**src/rtl/lfsr_decrypt_ctrl_if.sv**
```systemverilog
// Data-memory port bundle for the LFSR decrypt sequencer.
// Reads are combinational; writes commit on the next clock edge.
interface lfsr_decrypt_ctrl_if;
  logic [7:0] rd_addr;
  logic [7:0] rd_data;
  logic       wr_en;
  logic [7:0] wr_addr;
  logic [7:0] wr_data;

  modport master (
    output rd_addr,
    input  rd_data,
    output wr_en,
    output wr_addr,
    output wr_data
  );

  modport slave (
    input  rd_addr,
    output rd_data,
    input  wr_en,
    input  wr_addr,
    input  wr_data
  );
endinterface

```
**src/rtl/lfsr_decrypt_ctrl.sv**
```systemverilog
// LFSR decrypt sequencer: recovers seed and tap from the space
// preamble, then writes space-stripped plaintext to memory.
module lfsr_decrypt_ctrl #(
  parameter int SRC_BASE  = 64,
  parameter int MSG_LEN   = 64,
  parameter int DST_LEN   = 55,
  parameter int PROBE_LEN = 8
) (
  input  logic                       clk,
  input  logic                       reset,
  input  logic                       start,
  lfsr_decrypt_ctrl_if.master        mem,
  output logic                       busy,
  output logic                       done,
  output logic                       error,
  output logic [2:0]                 tap_sel
);

  typedef enum logic [2:0] {
    IDLE, SEED, PROBE, NEXT_TAP,
    DECRYPT, PAD, DONE, FAIL
  } state_t;

  localparam logic [7:0] SP   = 8'h20;
  localparam logic [7:0] BASE = 8'(SRC_BASE);
  localparam logic [5:0] DST  = 6'(DST_LEN);
  localparam logic [5:0] JMAX = 6'(MSG_LEN - 1);
  localparam logic [3:0] PMAX = 4'(PROBE_LEN);

  state_t     state, state_n;
  logic [7:0] seed, seed_n;
  logic [7:0] lfsr, lfsr_n;
  logic [2:0] k, k_n;
  logic [2:0] tap_n;
  logic [3:0] i, i_n;
  logic [5:0] j, j_n;
  logic [5:0] out_cnt, out_n;
  logic       seen, seen_n;
  logic [7:0] lfsr_adv;
  logic [7:0] p;
  logic       wr_ok;

  function automatic logic [7:0] tap_rom(
    input logic [2:0] idx
  );
    logic [7:0] t;
    t = 8'he1;
    unique case (idx)
      3'd0: t = 8'he1;
      3'd1: t = 8'hd4;
      3'd2: t = 8'hc6;
      3'd3: t = 8'hb8;
      3'd4: t = 8'hb4;
      3'd5: t = 8'hb2;
      3'd6: t = 8'hfa;
      3'd7: t = 8'hf3;
    endcase
    return t;
  endfunction

  assign lfsr_adv = {lfsr[6:0], ^(lfsr & tap_rom(k))};
  assign p        = mem.rd_data ^ lfsr;
  assign wr_ok    = ((p != SP) || seen) && (out_cnt < DST);

  assign busy  = !(state inside {IDLE, DONE, FAIL});
  assign done  = (state == DONE) || (state == FAIL);
  assign error = (state == FAIL);

  always_comb begin
    state_n     = state;
    seed_n      = seed;
    lfsr_n      = lfsr;
    k_n         = k;
    tap_n       = tap_sel;
    i_n         = i;
    j_n         = j;
    out_n       = out_cnt;
    seen_n      = seen;
    mem.rd_addr = 8'h00;
    mem.wr_en   = 1'b0;
    mem.wr_addr = 8'h00;
    mem.wr_data = 8'h00;
    unique case (state)
      IDLE, DONE, FAIL: begin
        if (start) begin
          state_n = SEED;
          k_n     = 3'd0;
          i_n     = 4'd0;
          j_n     = 6'd0;
          out_n   = 6'd0;
          seen_n  = 1'b0;
        end
      end
      SEED: begin
        mem.rd_addr = BASE;
        seed_n      = mem.rd_data ^ SP;
        lfsr_n      = mem.rd_data ^ SP;
        k_n         = 3'd0;
        i_n         = 4'd1;
        state_n     = PROBE;
      end
      PROBE: begin
        mem.rd_addr = BASE + {4'd0, i};
        lfsr_n      = lfsr_adv;
        if ((mem.rd_data ^ lfsr_adv) != SP) begin
          state_n = NEXT_TAP;
        end else if (i == PMAX) begin
          // decrypt restarts from the seed at byte 0
          tap_n   = k;
          lfsr_n  = seed;
          j_n     = 6'd0;
          out_n   = 6'd0;
          seen_n  = 1'b0;
          state_n = DECRYPT;
        end else begin
          i_n = i + 4'd1;
        end
      end
      NEXT_TAP: begin
        if (k == 3'd7) begin
          state_n = FAIL;
        end else begin
          k_n     = k + 3'd1;
          lfsr_n  = seed;
          i_n     = 4'd1;
          state_n = PROBE;
        end
      end
      DECRYPT: begin
        mem.rd_addr = BASE + {2'd0, j};
        lfsr_n      = lfsr_adv;
        if (p != SP) seen_n = 1'b1;
        if (wr_ok) begin
          mem.wr_en   = 1'b1;
          mem.wr_addr = {2'd0, out_cnt};
          mem.wr_data = p;
          out_n       = out_cnt + 6'd1;
        end
        if (j == JMAX) begin
          state_n = (out_n == DST) ? DONE : PAD;
        end else begin
          j_n = j + 6'd1;
        end
      end
      PAD: begin
        mem.wr_en   = 1'b1;
        mem.wr_addr = {2'd0, out_cnt};
        mem.wr_data = SP;
        out_n       = out_cnt + 6'd1;
        if (out_n == DST) state_n = DONE;
      end
      default: state_n = IDLE;
    endcase
  end

  always_ff @(posedge clk) begin
    if (reset) begin
      state   <= IDLE;
      seed    <= 8'h00;
      lfsr    <= 8'h00;
      k       <= 3'd0;
      tap_sel <= 3'd0;
      i       <= 4'd0;
      j       <= 6'd0;
      out_cnt <= 6'd0;
      seen    <= 1'b0;
    end else begin
      state   <= state_n;
      seed    <= seed_n;
      lfsr    <= lfsr_n;
      k       <= k_n;
      tap_sel <= tap_n;
      i       <= i_n;
      j       <= j_n;
      out_cnt <= out_n;
      seen    <= seen_n;
    end
  end

endmodule

```
**src/flat_wrapper.sv**
```systemverilog
// flat-port wrapper written by rule: the top's interface ports become plain ports
module lfsr_decrypt_ctrl_flat 
#(
  parameter int SRC_BASE  = 64,
  parameter int MSG_LEN   = 64,
  parameter int DST_LEN   = 55,
  parameter int PROBE_LEN = 8
)
  (clk, reset, start, busy, done, error, tap_sel, mem_rd_addr, mem_rd_data, mem_wr_en, mem_wr_addr, mem_wr_data);
  lfsr_decrypt_ctrl_if mem_i ();
  input  logic clk;
  input  logic reset;
  input  logic start;
  output logic busy;
  output logic done;
  output logic error;
  output logic [2:0] tap_sel;
  output wire logic [$bits(mem_i.rd_addr)-1:0] mem_rd_addr;
  input wire logic [$bits(mem_i.rd_data)-1:0] mem_rd_data;
  output wire logic [$bits(mem_i.wr_en)-1:0] mem_wr_en;
  output wire logic [$bits(mem_i.wr_addr)-1:0] mem_wr_addr;
  output wire logic [$bits(mem_i.wr_data)-1:0] mem_wr_data;
  assign mem_rd_addr = mem_i.rd_addr;
  assign mem_i.rd_data = mem_rd_data;
  assign mem_wr_en = mem_i.wr_en;
  assign mem_wr_addr = mem_i.wr_addr;
  assign mem_wr_data = mem_i.wr_data;
  lfsr_decrypt_ctrl #(.SRC_BASE(SRC_BASE), .MSG_LEN(MSG_LEN), .DST_LEN(DST_LEN), .PROBE_LEN(PROBE_LEN)) u_core (.clk(clk), .reset(reset), .start(start), .mem(mem_i), .busy(busy), .done(done), .error(error), .tap_sel(tap_sel));
endmodule
```
**config.mk**
```make
export PLATFORM = sky130hd
export DESIGN_NAME = lfsr_decrypt_ctrl_flat
export DESIGN_NICKNAME = d
export VERILOG_FILES = /design/src/rtl/lfsr_decrypt_ctrl_if.sv /design/src/rtl/lfsr_decrypt_ctrl.sv /design/src/flat_wrapper.sv
export SDC_FILE = /design/constraint.sdc
export NUM_CORES = 1
export LEC_CHECK = 0
export BUFFER_PORTS_ARGS = -buffer_cell sky130_fd_sc_hd__buf_4
export CAP_MARGIN = 20
export CORE_ASPECT_RATIO = 0.75
export CORE_MARGIN = 1
export CORE_UTILIZATION = 55
export CTS_BUF_LIST = sky130_fd_sc_hd__clkbuf_4
export DETAILED_ROUTE_END_ITERATION = 12
export PLACE_DENSITY = 0.76
export SETUP_SLACK_MARGIN = 0.1
export SYNTH_ARGS = -nofsm -noshare
export SYNTH_HDL_FRONTEND = slang
export SYNTH_SLANG_ARGS = --single-unit
```
**constraint.sdc**
```tcl
create_clock -name clk -period 3.07 [get_ports clk]
set_input_delay 0.4605 -clock clk [delete_from_list [all_inputs] [get_ports clk]]
set_output_delay 0.4605 -clock clk [all_outputs]
set_load 0.01 [all_outputs]
```
==> impl_metrics.env, run 1 <==
export IMPL_grt_pass1_wl_microns=14500
export IMPL_clock_skew_ns=0.0240
export IMPL_drt_iter0_drc=465
export IMPL_p_sw_share_pct=41.5
export IMPL_layout_setup_ws_ns=0.214
export IMPL_synth_most_common_cell="nand2_1"
export IMPL_comb_power_share_pct=36.3
export IMPL_dp_hpwl_microns=6410
export IMPL_p_int_w=0.00101
export IMPL_area_growth_pct=12.2
export IMPL_cts_clk_slew_worst_paths_ns=0.16
export IMPL_synthArstFlopShare_pct=0
export IMPL_synthDistinctLibCells=65
export IMPL_drtPass1Iterations=6
export IMPL_p_total_w=0.00173
export IMPL_ys_top_cells_by_area="dfxtp_1, nand2_1, a21oi_1, ha_1, nor2_1"
export IMPL_dp_slack_ns=0.479
export IMPL_synth_largest_area_cell="dfxtp_1"
export IMPL_layout_drive_gt1_share_pct=17.6
export IMPL_hold_violations=0
export IMPL_post_cts_buffers=0
export IMPL_ios=42
export IMPL_grt_pass1_vias=2975
export IMPL_dpl_cell_area_sq_um=3690
export IMPL_grt_ovfl_total=0
export IMPL_synth_ff_type="dfxtp_1"
export IMPL_p_leak_nw=1.48
export IMPL_min_to="u_core.seed[5]"
export IMPL_final_net_count=477
export IMPL_clockRootBuffer="clkbuf_4"
export IMPL_synth_warnings=0
export IMPL_rsz0062_at_grt="no"
export IMPL_rows=24
export IMPL_tns_ns=0
export IMPL_clock_sinks=49
export IMPL_hp_class="in -> reg"
export IMPL_grt_max_degree=36
export IMPL_htreeDepth=2
export IMPL_cp_data_arrival_time_ns=2.40
export IMPL_synth_seq_cells=49
export IMPL_n_antenna_cell=0
export IMPL_pwr_share_seq_pct=43.9
export IMPL_seq_area_frac_synth_pct=29.2
export IMPL_drc=0
export IMPL_power_share_clock_pct=19.8
export IMPL_fmax_mhz=350
export IMPL_synth_top_area_share_pct=29.2
export IMPL_grt_usage_pct=28.4
export IMPL_max_slew_margin_rel_pct=51.3
export IMPL_cts_resized=1
export IMPL_fin_area_sq_um=3770
export IMPL_tritoncts="yes"
export IMPL_initial_core_util_pct=57.4
export IMPL_p_switching_w=0.000719
export IMPL_min_from="mem_rd_data[5]"
export IMPL_fp_dieW_microns=92.2
export IMPL_crit_path_start_kind="register"
export IMPL_setup_violations_final=0
export IMPL_via_per_inst=6.35
export IMPL_rr_worst_depth=11
export IMPL_worstPathMaxFanout=14
export IMPL_final_cell_count_no_fill=533
export IMPL_numPortBuffers=38
export IMPL_cap_violations=0
export IMPL_routabilityCongestion=0.939
export IMPL_avgRoutedWirePerCell_microns=16.6
export IMPL_worstPathRequired_ns=2.61
export IMPL_fin_crit_sh_pct=93.0
export IMPL_insertion_delay_ns=0.40
export IMPL_wirelength_microns=8840
export IMPL_synth_cells=424
export IMPL_critPathKind="reg -> out"
export IMPL_fillCellCount=522
export IMPL_syn_area_per_cell_sq_um=7.92
export IMPL_pwr_density_cell_nw_per_um2=460
export IMPL_reg2reg_slack_ns=0.43
export IMPL_cts_path_max_buffers=2
export IMPL_postCtsHoldBufs=0
export IMPL_antenna_found_initial=0
export IMPL_irDropWorstVdd_mv=0.248
export IMPL_die_h_microns=69.7
export IMPL_outcome="complete, no violations"
export IMPL_synth_edff_count=0
export IMPL_antenna_left=0
export IMPL_r2r_start="u_core.k[0]"
export IMPL_tightest_slew_ns=0.724
export IMPL_numCtsBuffers=5
export IMPL_routed_via_count=3386
export IMPL_fin_crit_ns=2.86
export IMPL_seq_area_sq_um=983
export IMPL_synth_area_sq_um=3360
export IMPL_cp_end_kind="output port"
export IMPL_core_sq_um=5860
export IMPL_whs_path_depth=2
export IMPL_synthTopCellsByCount="nand2_1, dfxtp_1, nor2_1"
export IMPL_drv_slew=0
export IMPL_dp_cells=525
export IMPL_dieArea_sq_um=6430
export IMPL_multi_input_area_sq_um=2220
==> cell usage in the layout, fill, tap and decap left out, types with 5 or more instances in the layout <==
cell	Yosys	final
buf_4	5	45
inv_1	16	16
nand4_1	6	6
nand2_1	53	53
and2_1	8	8
xor2_1	7	7
ha_1	12	11
dfxtp_1	49	47
o21ai_0	28	28
o31ai_1	6	6
nand3_1	10	10
and3_1	8	8
mux2i_1	8	8
a21oi_1	37	37
clkbuf_4	0	5
nor2_1	40	39
or4_1	6	6
xnor2_1	15	15
a31oi_1	6	6
a221o_1	6	6
a22o_1	8	8
==> power groups by stage <==
stage                     Combinational (W)  Sequential [W]  Clock, W
after floorplan                    0.000507        0.000739         0
after global placement             0.000602        0.000770         0
after detailed placement           0.000610        0.000771         0
after CTS                          0.000613        0.000757  0.000346
after global routing               0.000685        0.000768  0.000378
final                              0.000629        0.000761  0.000344
==> routing by layer <==
layer  global-route usage, %  wire (microns)
met3                    5.37             860
met4                    8.16             129
met1                    43.2            4110
met2                    40.5            3750
met5                       0               0
==> through the flow <==
stage | utilization, % | hold WS, ns
after floorplan | - | 0.437
after global placement | 62.9 | 0.448
after detailed placement | 62.9 | 0.458
after CTS | 64.1 | 0.276
after global routing | 64.4 | 0.265
final | 64.4 | 0.276
==> cell families after synthesis <==
family / count (synthesis) / share of synthesized area (%)
AO/OA/AOI/OAI: 130 / 27.2
XOR/XNOR: 25 / 7.41
adder cells (fa/ha/maj): 12 / 4.47
buffers and inverters: 40 / 5.25
flip-flops: 49 / 29.2
multiplexers: 10 / 3.05
other: 1 / 0.112
AND/OR/NAND/NOR: 157 / 23.3
==> how the worst max path moves through the flow <==
stage | startpoint | end | slack, ns | depth (start not counted)
floorplan | u_core.out_cnt[0] | mem_wr_addr[1] | 0.74 | 8
global placement | u_core.k[0] | register | 0.51 | 11
detailed placement | mem_rd_data[5] | mem_wr_addr[4] | 0.48 | 8
CTS | u_core.out_cnt[0] | mem_wr_addr[4] | 0.18 | 8
global route | u_core.state[2] | mem_wr_addr[4] | 0.12 | 6
finish | u_core.state[2] | mem_wr_addr[4] | 0.21 | 6
==> worst max-delay path, cell delays in order, from the launching register on <==
cell and delay, ns:
dfxtp_1 0.65, inv_1 0.23, nor2_2 0.37, nand2_2 0.22, nand2_1 0.25, and2_1 0.17, buf_4 0.11
==> area by class of cell <==
type | instances | share of cell area (%)
Clock buffer | 5 | 0.996
Tap cell | 78 | 2.59
Sequential cell | 49 | 26.1
Timing Repair Buffer | 45 | 8.96
Multi-Input combinational cell | 337 | 59.0
Inverter | 16 | 1.59
Clock inverter | 3 | 0.764
Note: power is estimated with default switching activity, not from simulation.
==> run 2, diff against run 1 <==
--- a/config.mk
+++ b/config.mk
@@ -5,14 +5,14 @@
 export SDC_FILE = /design/constraint.sdc
 export NUM_CORES = 1
 export LEC_CHECK = 0
-export BUFFER_PORTS_ARGS = -buffer_cell sky130_fd_sc_hd__buf_4
 export CAP_MARGIN = 20
 export CORE_ASPECT_RATIO = 0.75
 export CORE_MARGIN = 1
 export CORE_UTILIZATION = 55
 export CTS_BUF_LIST = sky130_fd_sc_hd__clkbuf_4
 export DETAILED_ROUTE_END_ITERATION = 12
-export PLACE_DENSITY = 0.76
+export DONT_BUFFER_PORTS = 1
+export PLACE_DENSITY = 0.7
 export SETUP_SLACK_MARGIN = 0.1
 export SYNTH_ARGS = -nofsm -noshare
 export SYNTH_HDL_FRONTEND = slang
==> run 2 against run 1 <==
Highest routed layer unchanged. Worst setup slack better by 0.085 ns. Clock skew down 0.011 ns. Final area down 7.5%. Fmax up 3.1%. Final cell count down 6.8%. Largest power group unchanged. Hold slack worse by 0.14 ns. Non-clock buffer count down 36.
==> impl_metrics.env, run 2 (synthesized netlist as in run 1, its figures left out) <==
export IMPL_hold_violations=0
export IMPL_rows=24
export IMPL_clock_sinks=49
export IMPL_grt_pass1_vias=2887
export IMPL_crit_path_start_kind="register"
export IMPL_worstPathRequired_ns=2.61
export IMPL_hp_class="in -> reg"
export IMPL_grt_max_degree=36
export IMPL_fmax_mhz=361
export IMPL_tns_ns=0
export IMPL_max_slew_margin_rel_pct=45.9
export IMPL_clockRootBuffer="clkbuf_4"
export IMPL_r2r_start="u_core.state[2]"
export IMPL_dp_slack_ns=0.504
export IMPL_drtPass1Iterations=5
export IMPL_insertion_delay_ns=0.38
export IMPL_rsz0062_at_grt="no"
export IMPL_numPortBuffers=0
export IMPL_initial_core_util_pct=57.4
export IMPL_outcome="complete, no violations"
export IMPL_final_cell_mix="nand2_1, dfxtp_1, nor2_1"
export IMPL_dp_cells=489
export IMPL_area_growth_pct=3.72
export IMPL_routabilityCongestion=0.886
export IMPL_wirelength_microns=8900
export IMPL_routed_via_count=3222
export IMPL_p_total_w=0.00167
export IMPL_drt_iter0_drc=403
export IMPL_fin_crit_sh_pct=90.3
export IMPL_pwr_density_cell_nw_per_um2=479
export IMPL_worstPathMaxFanout=10
export IMPL_final_cell_count_no_fill=497
export IMPL_layout_setup_ws_ns=0.299
export IMPL_crit_start="u_core.out_cnt[0]"
export IMPL_irDropWorstVdd_mv=0.216
export IMPL_postCtsHoldBufs=0
export IMPL_cp_end_kind="output port"
export IMPL_via_per_inst=6.48
export IMPL_drc=0
export IMPL_cts_clk_slew_worst_paths_ns=0.16
export IMPL_tritoncts="yes"
export IMPL_fp_dieW_microns=92.2
export IMPL_clock_skew_ns=0.0126
export IMPL_min_from="reset"
export IMPL_grt_ovfl_total=0
export IMPL_grt_pass1_wl_microns=14600
export IMPL_drv_slew=0
export IMPL_dp_hpwl_microns=6450
export IMPL_final_net_count=441
export IMPL_cap_violations=0
export IMPL_tightest_slew_ns=0.805
export IMPL_final_common_cell="nand2_1"
export IMPL_fillCellCount=547
export IMPL_dieArea_sq_um=6430
export IMPL_numCtsBuffers=5
export IMPL_avgRoutedWirePerCell_microns=17.9
export IMPL_cts_path_max_buffers=2
export IMPL_die_h_microns=69.7
export IMPL_grt_usage_pct=28.4
export IMPL_htreeDepth=2
export IMPL_antenna_found_initial=0
export IMPL_multi_input_area_sq_um=2220
export IMPL_seq_area_sq_um=981
export IMPL_cp_data_arrival_time_ns=2.31
export IMPL_fin_crit_ns=2.77
export IMPL_ios=42
export IMPL_setup_violations_final=0
export IMPL_core_sq_um=5860
export IMPL_layout_drive_gt1_share_pct=9.79
export IMPL_critPathKind="reg -> out"
export IMPL_p_leak_nw=1.29
export IMPL_antenna_left=0
export IMPL_n_antenna_cell=0
-- run 2: final timing paths --
check / end / slack (ns) / depth (start not counted)
setup / recovery: mem_wr_data[5] / 0.30 / 6
hold / removal: u_core.seed[0] / 0.14 / 1
setup reg to reg: register / 0.43 / 9
hold reg to reg: u_core.seed[1] / 0.48 / 2
-- run 2: final cells by class --
type                            count  area share (%)
Clock buffer                        5            1.08
Clock inverter                      3           0.503
Inverter                           16            1.72
Multi-Input combinational cell    337            63.8
Sequential cell                    49            28.2
Tap cell                           78            2.80
Timing Repair Buffer                9            1.94
-- run 2: timing repair --
| item | in CTS | in global routing |
|---|---|---|
| endpoints found under the setup margin | 4 | 7 |
| buffers inserted | 0 | 0 |
| resized for setup | 1 | 2 |
-- run 2: worst max-delay path, cell delays in order, from the launching register on --
cell and delay (ns):
dfxtp_1 0.42, ha_1 0.35, a21oi_1 0.18, nor2_1 0.08, a31oi_4 0.30, nand2_2 0.23, o21ai_0 0.38
-- run 2: power breakdown --
part	switching [W]	total [W]	internal, W
Sequential	0.0000704	0.000757	0.000686
Combinational	0.000392	0.000605	0.000213
Clock	0.000220	0.000308	0.0000875
Total	0.000683	0.00167	0.000987
-- run 2: routing by layer --
| metal | GRT usage (%) | wire length, microns | vias to the layer above |
|---|---|---|---|
| met5 | 0 | 0 | - |
| met1 | 41.1 | 4170 | 1532 |
| met4 | 6.08 | 97 | 0 |
| met2 | 42.3 | 3860 | 154 |
| met3 | 7.46 | 768 | 13 |
| li1 | - | - | 1523 |
-- run 2: metrics by stage --
stage	hold slack [ns]	area, sq um	util (%)
after detailed placement	0.462	3420	58.3
after floorplan	0.437	3370	-
after global placement	0.456	3420	58.3
final	0.137	3480	59.5
after CTS	0.125	3480	59.4
after global routing	0.101	3480	59.5
